==> config.mk <==
export PLATFORM = sky130hd
export DESIGN_NAME = row_fifo_bank_flat
export DESIGN_NICKNAME = d
export VERILOG_FILES = /design/src/rtl/row_fifo_bank_if.sv /design/src/rtl/row_fifo_bank.sv /design/src/flat_wrapper.sv
export SDC_FILE = /design/constraint.sdc
export NUM_CORES = 2
export LEC_CHECK = 0
export CORE_MARGIN = 2
export CORE_UTILIZATION = 60
export CTS_CLUSTER_SIZE = 8
export DETAILED_ROUTE_END_ITERATION = 10
export PLACE_DENSITY = 0.77
export SLEW_MARGIN = 10
export SYNTH_ARGS = -nofsm -noshare
export SYNTH_HDL_FRONTEND = slang
export SYNTH_SLANG_ARGS = --single-unit
==> constraint.sdc <==
create_clock -name i_clk -period 5.4 [get_ports i_clk]
set_input_delay 0.54 -clock i_clk [delete_from_list [all_inputs] [get_ports i_clk]]
set_output_delay 0.54 -clock i_clk [all_outputs]
set_load 0.02 [all_outputs]
==> src/rtl/row_fifo_bank_if.sv <==
// Handshake and data bundle between a raster pixel source, row_fifo_bank,
// and the downstream row read controller.
//   i_valid / i_data / o_ready : pixel write handshake (source -> bank)
//   i_read_enable              : per-row pop request (controller -> bank)
//   o_fifo_empty               : per-row empty flags (bank -> controller)
//   o_data                     : per-row last popped word, row r at r*DATA_W
//   o_trigger                  : one-cycle frame-complete pulse
// master = pixel source / controller side, slave = bank side.
interface row_fifo_bank_if #(
    parameter int ROW    = 9,
    parameter int DATA_W = 9
);
    logic                  i_valid;
    logic [DATA_W-1:0]     i_data;
    logic                  o_ready;
    logic [ROW-1:0]        i_read_enable;
    logic [ROW-1:0]        o_fifo_empty;
    logic [ROW*DATA_W-1:0] o_data;
    logic                  o_trigger;

    modport master (
        output i_valid, i_data, i_read_enable,
        input  o_ready, o_fifo_empty, o_data, o_trigger
    );

    modport slave (
        input  i_valid, i_data, i_read_enable,
        output o_ready, o_fifo_empty, o_data, o_trigger
    );
endinterface

==> src/rtl/row_fifo_bank.sv <==
// Row FIFO bank: steers a raster pixel stream into ROW independent per-row
// FIFOs using a column/row counter, and lets the row read controller pop
// each FIFO independently. A registered pulse marks the last pixel of a
// frame.
// Ports:
//   i_clk    : clock, all logic on the rising edge
//   i_rst_n  : synchronous active-low reset
//   bus      : row_fifo_bank_if slave modport (write handshake, per-row
//              pop requests, empty flags, popped data, frame trigger)
module row_fifo_bank #(
    parameter int ROW    = 9,
    parameter int DATA_W = 9,
    parameter int COLS   = 9,
    parameter int DEPTH  = 16
) (
    input  logic           i_clk,
    input  logic           i_rst_n,
    row_fifo_bank_if.slave bus
);
    localparam int PTR_W = $clog2(DEPTH);
    localparam int CNT_W = PTR_W + 1;
    localparam int COL_W = (COLS > 1) ? $clog2(COLS) : 1;
    localparam int ROW_W = (ROW > 1) ? $clog2(ROW) : 1;

    logic [DATA_W-1:0] mem      [ROW][DEPTH];
    logic [PTR_W-1:0]  wr_ptr   [ROW];
    logic [PTR_W-1:0]  rd_ptr   [ROW];
    logic [CNT_W-1:0]  count    [ROW];
    logic [DATA_W-1:0] rdata_p1 [ROW];
    logic [COL_W-1:0]  col_cnt;
    logic [ROW_W-1:0]  row_sel;
    logic              trig_p1;

    logic              ready;
    logic              accept;
    logic              last_col;
    logic              last_row;
    logic [ROW-1:0]    wr_en;
    logic [ROW-1:0]    pop;

    // Space is judged on the registered count only, so a same-cycle pop
    // never opens room for a same-cycle write.
    assign ready    = (count[row_sel] != CNT_W'(DEPTH));
    assign accept   = bus.i_valid && ready;
    assign last_col = (col_cnt == COL_W'(COLS - 1));
    assign last_row = (row_sel == ROW_W'(ROW - 1));

    always_comb begin
        wr_en = '0;
        pop   = '0;
        for (int r = 0; r < ROW; r++) begin
            wr_en[r] = accept && (row_sel == ROW_W'(r));
            pop[r]   = bus.i_read_enable[r] && (count[r] != '0);
        end
    end

    // ---- stage p0 -> p1: pointer/count update, popped word, trigger ----
    always_ff @(posedge i_clk) begin
        if (!i_rst_n) begin
            col_cnt <= '0;
            row_sel <= '0;
            trig_p1 <= 1'b0;
            for (int r = 0; r < ROW; r++) begin
                wr_ptr[r]   <= '0;
                rd_ptr[r]   <= '0;
                count[r]    <= '0;
                rdata_p1[r] <= '0;
            end
        end else begin
            trig_p1 <= accept && last_col && last_row;
            if (accept) begin
                if (last_col) begin
                    col_cnt <= '0;
                    row_sel <= last_row ? '0 : row_sel + ROW_W'(1);
                end else begin
                    col_cnt <= col_cnt + COL_W'(1);
                end
            end
            for (int r = 0; r < ROW; r++) begin
                if (wr_en[r]) begin
                    wr_ptr[r] <= wr_ptr[r] + PTR_W'(1);
                end
                if (pop[r]) begin
                    rd_ptr[r]   <= rd_ptr[r] + PTR_W'(1);
                    rdata_p1[r] <= mem[r][rd_ptr[r]];
                end
                case ({wr_en[r], pop[r]})
                    2'b10:   count[r] <= count[r] + CNT_W'(1);
                    2'b01:   count[r] <= count[r] - CNT_W'(1);
                    default: count[r] <= count[r];
                endcase
            end
        end
    end

    // Storage carries no reset; reset pointers make stale words unreachable.
    always_ff @(posedge i_clk) begin
        for (int r = 0; r < ROW; r++) begin
            if (wr_en[r]) begin
                mem[r][wr_ptr[r]] <= bus.i_data;
            end
        end
    end

    always_comb begin
        bus.o_data       = '0;
        bus.o_fifo_empty = '0;
        for (int r = 0; r < ROW; r++) begin
            bus.o_data[r*DATA_W +: DATA_W] = rdata_p1[r];
            bus.o_fifo_empty[r]            = (count[r] == '0);
        end
    end

    assign bus.o_ready   = ready;
    assign bus.o_trigger = trig_p1;
endmodule

==> src/flat_wrapper.sv <==
// flat-port wrapper written by rule: the top's interface ports become plain ports
module row_fifo_bank_flat 
#(
    parameter int ROW    = 9,
    parameter int DATA_W = 9,
    parameter int COLS   = 9,
    parameter int DEPTH  = 16
)
  (i_clk, i_rst_n, bus_i_valid, bus_i_data, bus_i_read_enable, bus_o_ready, bus_o_fifo_empty, bus_o_data, bus_o_trigger);
  row_fifo_bank_if #(.ROW(ROW), .DATA_W(DATA_W)) bus_i ();
  input  logic i_clk;
  input  logic i_rst_n;
  input wire logic [$bits(bus_i.i_valid)-1:0] bus_i_valid;
  input wire logic [$bits(bus_i.i_data)-1:0] bus_i_data;
  input wire logic [$bits(bus_i.i_read_enable)-1:0] bus_i_read_enable;
  output wire logic [$bits(bus_i.o_ready)-1:0] bus_o_ready;
  output wire logic [$bits(bus_i.o_fifo_empty)-1:0] bus_o_fifo_empty;
  output wire logic [$bits(bus_i.o_data)-1:0] bus_o_data;
  output wire logic [$bits(bus_i.o_trigger)-1:0] bus_o_trigger;
  assign bus_i.i_valid = bus_i_valid;
  assign bus_i.i_data = bus_i_data;
  assign bus_i.i_read_enable = bus_i_read_enable;
  assign bus_o_ready = bus_i.o_ready;
  assign bus_o_fifo_empty = bus_i.o_fifo_empty;
  assign bus_o_data = bus_i.o_data;
  assign bus_o_trigger = bus_i.o_trigger;
  row_fifo_bank #(.ROW(ROW), .DATA_W(DATA_W), .COLS(COLS), .DEPTH(DEPTH)) u_core (.i_clk(i_clk), .i_rst_n(i_rst_n), .bus(bus_i));
endmodule
==> results.sh <==
export IMPL_yosys_top_cells_area="edfxtp_1, mux4_2, ha_1"
export IMPL_hold_path_class="primary input to flip-flop"
export IMPL_dpl_hpwl_microns=79340
export IMPL_synth_edf_count=1494
export IMPL_clk_latency_ns=0.80
export IMPL_end_kind="flip-flop"
export IMPL_post_route_util=0.6944
export IMPL_tns_ns=0
export IMPL_io_pin_count=113
export IMPL_powerDensity_nw_per_um2=407.4
export IMPL_synth_warnings=0
export IMPL_drt_wirelength_per_cell_microns=30.01
export IMPL_syn2layout_area_growth_pct=14.74
export IMPL_clockBufferDepth=3
export IMPL_slew_viol_final=0
export IMPL_crit_chain="mux4_2 -> o2111ai_1 -> nor3_1 -> nor3_2 -> buf_4 -> nand3_1 -> ha_1 -> nor4_1 -> nand4_1 -> o31ai_4 -> buf_4 -> a211oi_1 -> o21ai_0 -> o311ai_0"
export IMPL_outcome="completed"
export IMPL_hold_start="bus_i_data[4]"
export IMPL_synthFlopType="edfxtp_1"
export IMPL_placed_area_sq_um=63640
export IMPL_p_leak_nw=22.47
export IMPL_hold_violations=0
export IMPL_r2r_cells=14
export IMPL_synthMuxAreaShare=0.1523
export IMPL_die_area_sq_um=103600
export IMPL_synthXorXnorAreaFrac=0.009826
export IMPL_arrival_ns=4.79
export IMPL_first_global_vias=31780
export IMPL_numCtsBuffers=207
export IMPL_cp_slowest_stage_delay_ns=0.55
export IMPL_clk_pin_slew_worst_paths_ns=0.05
export IMPL_avgSynthCellArea_sq_um=20.51
export IMPL_cts_tree="yes"
export IMPL_routed_via_density=6.621
export IMPL_netlist_area_sq_um=60610
export IMPL_vias=30190
export IMPL_grt_max_degree=88
export IMPL_htree_levels=4
export IMPL_antenna_found_initial=4
export IMPL_final_antenna_net_count=0
export IMPL_initial_core_util=0.6052
export IMPL_die_h_microns=321.8
export IMPL_worst_slew_pin_slew_ns=1.262
export IMPL_synth_compound_area_frac=0.008278
export IMPL_max_slew_margin_rel=0.1520
export IMPL_synth_top_cell_by_area="edfxtp_1"
export IMPL_die_w_microns=321.8
export IMPL_rsz0062_at_grt="false"
export IMPL_fp_row_count=116
export IMPL_ys_ff_latch=1507
export IMPL_ys_types=53
export IMPL_drc_errors=0
export IMPL_cts_setup_buffers=0
export IMPL_synth_cells=2955
export IMPL_fin_nets=3346
export IMPL_portBuffers=112
export IMPL_min_to="u_core.mem[5][4]"
export IMPL_drt_pass1_iter_count=5
export IMPL_final_area_sq_um=69550
export IMPL_overflow=0
export IMPL_crit_top_cell="buf_4"
export IMPL_synth_top_family_by_area="multiplexers"
export IMPL_yosys_area_share_simple=0.04795
export IMPL_post_cts_resized=0
export IMPL_fin_crit_sh=0.7968
export IMPL_totalWireLength_microns=136900
export IMPL_fin_crit_ns=4.303
export IMPL_finClkSkew_ns=0.02604
export IMPL_cts_root_buf="clkbuf_16"
export IMPL_r2r_end="u_core.count[8][3]"
export IMPL_criticalPathCategory="flip-flop to flip-flop"
export IMPL_timing_fmax_ghz=0.2324
export IMPL_synth_fa_ha_area_frac=0.02225
export IMPL_start_kind="flip-flop"
export IMPL_clock_sinks=1507
export IMPL_drt_initial_drc_count=3589
export IMPL_dp_cells=4308
export IMPL_required_ns=5.89
export IMPL_yosysMostFrequentCell="edfxtp_1"
export IMPL_nFillCells=5812
export IMPL_core_region_area_sq_um=100100
export IMPL_yosysSeqAreaShare=0.7444
export IMPL_grt_pass1_wl_microns=206100
export IMPL_drive_gt1_frac=0.2588
export IMPL_syn_num_nets=3079
export IMPL_finalSetupViolCount=0
export IMPL_synth_top_cells_by_count="edfxtp_1, mux4_2, nor2_1"
export IMPL_grt_usage=0.2715
export IMPL_synth_async_reset_ratio=0
export IMPL_crit_path_max_fanout=27
export IMPL_gp_congestion=0.8962
export IMPL_vdd_drop_max_mv=0.3277
export IMPL_slowest_stage="dfxtp_1"
export IMPL_yosysTopAreaCellShare=0.7402
export IMPL_rrSetupSlack_ns=1.10
export IMPL_cts_hold_buffers=0
export IMPL_worstHoldPathCells=1
export IMPL_fin_cells=4560
export IMPL_drv_cap=0
-- per-stage QoR --
step                hold slack (ns)  setup slack [ns]  power [mW]
global placement             0.4709             1.131       16.85
CTS                          0.1167             1.142       28.46
detailed placement           0.4996             1.134       16.96
floorplan                    0.4625             1.637       15.81
finish                       0.1532             1.097       28.33
global route                 0.1432            0.7977       29.14
-- kinds of logic after synthesis --
family / Yosys count
AOI/OAI and AO/OA: 76
xor gates and xnor gates: 68
adders and majority gates: 103
buffers and inverters: 218
DFF: 1507
muxes: 411
and+or+nand+nor: 572
-- where the power goes --
group          leakage (nW)  switching [mW]  internal [mW]
clock network          2.74            4.59           6.94
logic                  5.87            1.69           1.53
registers              13.9           0.308           13.3
-- registers in the layout, summed over array words and instances (netlist names), named ones only --
signal                count
u_core.rdata_p1          81
u_core.count             45
u_core.bus.o_trigger      1
u_core.row_sel            4
u_core.rd_ptr            36
u_core.col_cnt            4
u_core.mem             1296
u_core.wr_ptr            36
-- critical path, delay by kind of cell, from the launching register on --
family	cells	cell delay, ns
adder cells (fa/ha/maj)	1	0.35
buffers and inverters	2	0.60
multiplexers	1	0.55
AND/OR/NAND/NOR	5	1.10
AO/OA/AOI/OAI	5	0.85
flip-flops	1	0.55
-- metal layers --
metal,vias up,track usage,routed length [microns]
met5,-,0,13
met4,2,0.09148,4156
met3,257,0.05080,11460
met2,1714,0.4407,68660
met1,15760,0.3779,52560
li1,12460,-,-
-- area by class of cell --
cell class                 instances  area [sq um]  share of cell area
timing repair buffer             208          1849             0.02659
tap                             1298          1624             0.02335
multi-input combinational       1230         15050              0.2163
sequential                      1507         45120              0.6488
inverter                          68         255.2            0.003670
clock buffer                     232          5316             0.07644
clock inverter                    16         329.1            0.004732
antenna                            1         2.502          0.00003598
-- worst max path at each step --
stage | slack, ns | cells past startpoint | from | endpoint
after floorplan | 1.64 | 15 | flip-flop | u_core.count[8][2]
after global placement | 1.13 | 14 | flip-flop | u_core.count[8][2]
after detailed placement | 1.13 | 14 | flip-flop | u_core.count[8][3]
after CTS | 1.14 | 14 | flip-flop | u_core.count[8][3]
after global routing | 0.80 | 14 | flip-flop | u_core.count[8][3]
final | 1.10 | 14 | flip-flop | u_core.count[8][3]
-- placed cells by master (no fill, tap or decap), types with 3 or more instances in the layout --
cell and n:
xnor2_1 39, or3b_2 5, edfxtp_1 1494, clkbuf_1 23
a31oi_1 3, mux4_2 409, xor2_1 29, nor4_2 6
inv_1 67, o21ai_0 15, clkinv_16 5, fa_1 8
nor4b_1 5, nand3_1 49, clkdlybuf4s50_1 102, or3_1 8
nor3_1 27, dfxtp_1 13, and2b_1 9, buf_4 102
and2_1 20, inv_6 3, nand4b_1 3, nand4_1 3
a211oi_1 3, nand2_1 64, nor2_1 153, nand2b_1 13
clkinv_8 3, nor4_1 26, nand3b_1 8, nor3_2 80
nor2b_1 79, ha_1 95, or2_2 9, clkbuf_16 209
a21o_1 16, a21oi_1 23
Power figures use the tool's default switching activity.
